**config.mk**
```make
export PLATFORM = sky130hd
export DESIGN_NAME = ep2_packet_router
export DESIGN_NICKNAME = d
export VERILOG_FILES = /design/src/rtl/memory_arbitrator_pkg.sv /design/src/rtl/ep2_packet_router.sv
export SDC_FILE = /design/constraint.sdc
export NUM_CORES = 1
export LEC_CHECK = 0
export BUFFER_PORTS_ARGS = -buffer_cell sky130_fd_sc_hd__buf_2
export CAP_MARGIN = 20
export CORE_AREA = 2 2 128 130
export DETAILED_ROUTE_END_ITERATION = 7
export DIE_AREA = 0 0 130 132
export GPL_ROUTABILITY_DRIVEN = 0
export HOLD_SLACK_MARGIN = 0.08
export PLACE_DENSITY_LB_ADDON = 0.12
export SETUP_SLACK_MARGIN = 0.4
export SYNTH_ARGS = -nofsm -noshare
export SYNTH_HDL_FRONTEND = slang
export SYNTH_SLANG_ARGS = --single-unit
```
**constraint.sdc**
```tcl
create_clock -name clk -period 4.5 [get_ports clk]
set_clock_uncertainty 0.1 [all_clocks]
set_input_delay 0.675 -clock clk [delete_from_list [all_inputs] [get_ports clk]]
set_output_delay 0.675 -clock clk [all_outputs]
set_load 0.03 [all_outputs]
```
**src/rtl/memory_arbitrator_pkg.sv**
```systemverilog
// Shared definitions between the EP2 packet router and the memory arbitrator:
// state encoding, header layout and default sizing.
package memory_arbitrator_pkg;

  localparam int unsigned DEF_NUM_PORTS   = 4;
  localparam int unsigned DEF_COUNT_WIDTH = 32;
  localparam int unsigned DEF_MAX_LEN     = 2048;

  // Byte offsets of the header fields within an EP2 packet
  localparam int unsigned HDR_OFF_PORT   = 0;
  localparam int unsigned HDR_OFF_LEN_HI = 1;
  localparam int unsigned HDR_OFF_LEN_LO = 2;
  localparam int unsigned HDR_BYTES      = 3;

  typedef enum logic [2:0] {
    ST_HDR_PORT   = 3'd0,
    ST_HDR_LEN_HI = 3'd1,
    ST_HDR_LEN_LO = 3'd2,
    ST_PAYLOAD    = 3'd3,
    ST_DISCARD    = 3'd4
  } rtr_state_e;

endpackage

```
**src/rtl/ep2_packet_router.sv**
```systemverilog
// Parses the EP2 byte stream into {port, len_hi, len_lo, payload} packets and steers
// payload bytes into per-port write FIFOs, keeping per-port byte and packet/error counts.
module ep2_packet_router
  import memory_arbitrator_pkg::*;
#(
  parameter int unsigned NUM_PORTS   = DEF_NUM_PORTS,
  parameter int unsigned COUNT_WIDTH = DEF_COUNT_WIDTH,
  parameter int unsigned MAX_LEN     = DEF_MAX_LEN
) (
  input  logic                             clk,
  input  logic                             reset,
  input  logic [7:0]                       ep2_data,
  input  logic                             ep2_valid,
  output logic                             ep2_ready,
  output logic [7:0]                       fifo_write_data,
  output logic [NUM_PORTS-1:0]             fifo_writes,
  input  logic [NUM_PORTS-1:0]             fifo_fulls,
  output logic [NUM_PORTS*COUNT_WIDTH-1:0] byte_counts,
  output logic [15:0]                      packet_count,
  output logic [15:0]                      error_count,
  output logic                             busy
);

  localparam int unsigned PORT_W = (NUM_PORTS > 1) ? $clog2(NUM_PORTS) : 1;

  rtr_state_e        state_q, state_d;
  logic [PORT_W-1:0] port_q, port_d;
  logic              bad_q, bad_d;
  logic [7:0]        len_hi_q, len_hi_d;
  logic [15:0]       rem_q, rem_d;
  logic [15:0]       pkt_cnt_q, pkt_cnt_d;
  logic [15:0]       err_cnt_q, err_cnt_d;

  logic        in_payload_c;
  logic        port_full_c;
  logic        accept_c;
  logic [15:0] len_c;

  // Ready and write strobes are combinational so a full FIFO stalls with no bubble
  assign in_payload_c    = (state_q == ST_PAYLOAD);
  assign port_full_c     = fifo_fulls[port_q];
  assign ep2_ready       = reset & (in_payload_c ? ~port_full_c : 1'b1);
  assign accept_c        = ep2_valid & ep2_ready;
  assign fifo_write_data = reset ? ep2_data : 8'h00;
  assign len_c           = {len_hi_q, ep2_data};

  always_comb begin
    fifo_writes = '0;
    if (reset && in_payload_c && ep2_valid && !port_full_c) begin
      fifo_writes[port_q] = 1'b1;
    end
  end

  always_ff @(posedge clk or negedge reset) begin
    if (!reset) begin
      state_q   <= ST_HDR_PORT;
      port_q    <= '0;
      bad_q     <= 1'b0;
      len_hi_q  <= 8'h00;
      rem_q     <= 16'h0000;
      pkt_cnt_q <= 16'h0000;
      err_cnt_q <= 16'h0000;
    end else begin
      state_q   <= state_d;
      port_q    <= port_d;
      bad_q     <= bad_d;
      len_hi_q  <= len_hi_d;
      rem_q     <= rem_d;
      pkt_cnt_q <= pkt_cnt_d;
      err_cnt_q <= err_cnt_d;
    end
  end

  always_comb begin
    state_d   = state_q;
    port_d    = port_q;
    bad_d     = bad_q;
    len_hi_d  = len_hi_q;
    rem_d     = rem_q;
    pkt_cnt_d = pkt_cnt_q;
    err_cnt_d = err_cnt_q;
    if (accept_c) begin
      unique case (state_q)
        ST_HDR_PORT: begin
          port_d  = PORT_W'(ep2_data);
          bad_d   = (32'(ep2_data) >= NUM_PORTS);
          state_d = ST_HDR_LEN_HI;
        end
        ST_HDR_LEN_HI: begin
          len_hi_d = ep2_data;
          state_d  = ST_HDR_LEN_LO;
        end
        ST_HDR_LEN_LO: begin
          if (len_c == 16'h0000) begin
            state_d = ST_HDR_PORT;
            if (bad_q) err_cnt_d = err_cnt_q + 16'd1;
            else       pkt_cnt_d = pkt_cnt_q + 16'd1;
          end else if (bad_q || (32'(len_c) > MAX_LEN)) begin
            state_d = ST_DISCARD;
            rem_d   = len_c;
          end else begin
            state_d = ST_PAYLOAD;
            rem_d   = len_c;
          end
        end
        ST_PAYLOAD, ST_DISCARD: begin
          // Last byte closes the packet on the same edge it is accepted
          if (rem_q == 16'd1) begin
            state_d = ST_HDR_PORT;
            if (state_q == ST_PAYLOAD) pkt_cnt_d = pkt_cnt_q + 16'd1;
            else                       err_cnt_d = err_cnt_q + 16'd1;
          end
          rem_d = rem_q - 16'd1;
        end
        default: state_d = ST_HDR_PORT;
      endcase
    end
  end

  // Per-port byte counters, wrapping silently
  for (genvar i = 0; i < NUM_PORTS; i++) begin : g_cnt
    logic [COUNT_WIDTH-1:0] cnt_q;
    always_ff @(posedge clk or negedge reset) begin
      if (!reset)              cnt_q <= '0;
      else if (fifo_writes[i]) cnt_q <= cnt_q + COUNT_WIDTH'(1);
    end
    assign byte_counts[i*COUNT_WIDTH +: COUNT_WIDTH] = cnt_q;
  end

  assign packet_count = pkt_cnt_q;
  assign error_count  = err_cnt_q;
  assign busy         = (state_q != ST_HDR_PORT);

endmodule

```
==> results.yml <==
status:
  status: "finished clean"
sta:
  tns_ns: 0
  setup_slack_ns: 1.09
  tightest_slew_ns: 0.981
  fin_hold_ws_ns: 0.364
  fmax_ghz: 0.293
  period_needed_ns: 3.41
  hold_viol_final: 0
  rsz0062_at_grt: "no"
  setup_viol: 0
  slew_headroom: 0.346
  timing.final.max_slew_violations: 0
  post-route-period-util: 0.758
floorplanning:
  core-area_um2: 15700
  fp.dieW_um: 130
  dieArea_um2: 17200
  initial_core_util: 0.591
  ios: 189
  fp.dieH_um: 132
  num_rows: 46
pwr:
  switching_share: 0.300
  vdd_drop_max_mv: 0.317
  clkPwrFrac: 0.365
  power_density_nw_per_um2: 400
  p_seq_frac: 0.464
  p_sw_w: 0.00132
  p_total_w: 0.00441
  p_leak_nw: 5.45
  comb_power_share: 0.171
  p_int_w: 0.00309
clocking:
  h-tree-depth: 4
  clock_latency_ns: 0.43
  path_clk_slew_ns: 0.07
  postCtsSetupRepairBufs: 0
  numCtsBuffers: 17
  root_buffer: "clkbuf_16"
  cts-resized-gates: 0
  cts_sinks: 190
  cts_buffer_depth: 2
  holdBufCountCts: 1
  cts_tree: "done"
drt:
  vias: 7218
  post_drt_wl_per_cell_um: 16.8
  drtPass1Iterations: 5
  drcViolationCount: 0
  route.met3.wl_mm: 1.30
  met1_length_mm: 9.25
  routed_wl_mm: 21.1
  final_antenna_net_count: 0
  routed.top_layer: "met4"
  via_per_inst: 5.73
  drt_iter0_drc: 440
  met2_length_mm: 10.2
global_routing:
  track_usage: 0.257
  grt_max_degree: 79
  grt_overflow: 0
  antenna_found_initial: 2
  grt_pass1_vias: 6847
  grt_pass1_wl_mm: 35.3
critical_path:
  required_ns: 3.72
  worstReg2RegStart: "state_q[0]"
  startpoint_type: "input port"
  crit_type: "in2out"
  worstSetupEndpointType: "output port"
  worstPathArrival_ns: 2.63
  path_max_fanout: 59
  worstSetupStartpoint: "reset"
worst_hold_path:
  hp-class: "reg2reg"
  min_from: "g_cnt[1].cnt_q[31]"
logic_synthesis:
  synth_seq_cells: 190
  synth.yosys.warnings: 0
  netlist_instances: 842
  ys.flop_type: "dfrtp_1"
  syn_area_um2: 9290
  synth_edf_count: 0
  syn_avg_cell_area_um2: 11.0
  ys_seq_area_frac: 0.512
  synth_cell_types: 65
  syn-num-nets: 865
  async_flop_share: 1.00
cells_and_area:
  register_area_um2: 4750
  fin_nets: 1051
  drive_gt1_frac: 0.272
  final_cells: 1259
  fillers: 1231
  final_cell_mix: "dfrtp_1 (190), buf_2 (187), xnor2_1 (111)"
  final_common_cell: "dfrtp_1"
  syn_to_final_growth_pct: 18.8
  multi_input_area_um2: 4300
placement:
  dpl.cell_count: 1224
  dp_slack_ns: 1.51
  hpwl_mm: 14.9
  port_buffers: 188
flow_run:
  maxCapViolCount: 0
-- cell type report --
type                            instances  share of cell area
Antenna cell                            2            0.000454
Tap cell                              216              0.0245
Multi-Input combinational cell        607               0.390
Timing Repair Buffer                  196              0.0917
Clock inverter                         14              0.0171
Inverter                               16             0.00544
Sequential cell                       190               0.431
Clock buffer                           18              0.0398
-- Yosys cell counts (all sizes together) (5+ instances only) --
cell type | number | area, µm²
and3 | 26 | 163
or4 | 5 | 37.5
nand4 | 47 | 294
and4 | 12 | 105
or3 | 8 | 50.1
nor2 | 33 | 126
xor2 | 44 | 385
nand3 | 68 | 345
and2 | 15 | 93.8
xnor2 | 111 | 972
mux2 | 15 | 169
ha | 8 | 100
clkbuf | 10 | 37.5
nand2 | 61 | 229
inv | 16 | 60.1
nor3 | 24 | 151
nor4 | 40 | 418
dfrtp | 190 | 4750
o21ai | 22 | 110
a22oi | 5 | 37.5
a21oi | 12 | 63.8
buf | 19 | 138
-- power groups by stage --
stage | Combinational, W | Clock [W] | Sequential [W]
after detailed placement | 0.000755 | 0 | 0.00207
after CTS | 0.000759 | 0.00163 | 0.00205
after floorplan | 0.000598 | 0 | 0.00203
after global routing | 0.000847 | 0.00171 | 0.00208
final | 0.000755 | 0.00161 | 0.00205
after global placement | 0.000742 | 0 | 0.00207
-- worst paths after layout --
| check | to | slack [ns] | cells past startpoint |
|---|---|---|---|
| worst max-delay path | ep2_ready | 1.09 | 6 |
| worst min-delay path | g_cnt[1].cnt_q[31] | 0.36 | 1 |
| worst max register to register | error_count[1] | 1.59 | 6 |
| worst min register to register | g_cnt[1].cnt_q[31] | 0.36 | 1 |
| max in group asynchronous | packet_count[15] | 2.58 | 3 |
| min in group asynchronous | g_cnt[0].cnt_q[18] | 0.55 | 2 |
-- kinds of logic (layout without fill, tap and decap cells) --
logic type,after synthesis,in the layout,share of synthesized area
simple gates,358,358,0.234
flops,190,190,0.512
xor+xnor,155,155,0.146
compound gates,69,69,0.0500
buf+inv,45,244,0.0253
mux,16,16,0.0206
fa+ha+maj,9,9,0.0119
other cells,0,2,0
-- worst max-delay path, stage by stage --
cell	delay, ns
dlygate4sd3_1	0.54
clkbuf_8	0.22
buf_4	0.59
inv_1	0.09
a31oi_1	0.22
buf_2	0.24
-- sequential cells by signal, summed over array words and instances (netlist names) --
name	count
packet_count	16
len_hi_q	8
rem_q	16
g_cnt.cnt_q	128
bad_q	1
error_count	16
state_q	3
port_q	2
-- per-layer routing --
| metal | vias to the layer above | track usage |
|---|---|---|
| met5 | - | 0 |
| met3 | 31 | 0.0519 |
| li1 | 3399 | - |
| met2 | 257 | 0.396 |
| met4 | 0 | 0.0777 |
| met1 | 3531 | 0.368 |
-- stage by stage --
step / util / area [µm²]
3_5_place_dp: 0.661 / 10400
6_report: 0.702 / 11000
4_1_cts: 0.702 / 11000
3_3_place_gp: 0.661 / 10400
2_1_floorplan: - / 9290
5_1_grt: 0.702 / 11000
(Power assumes the default switching activity.)
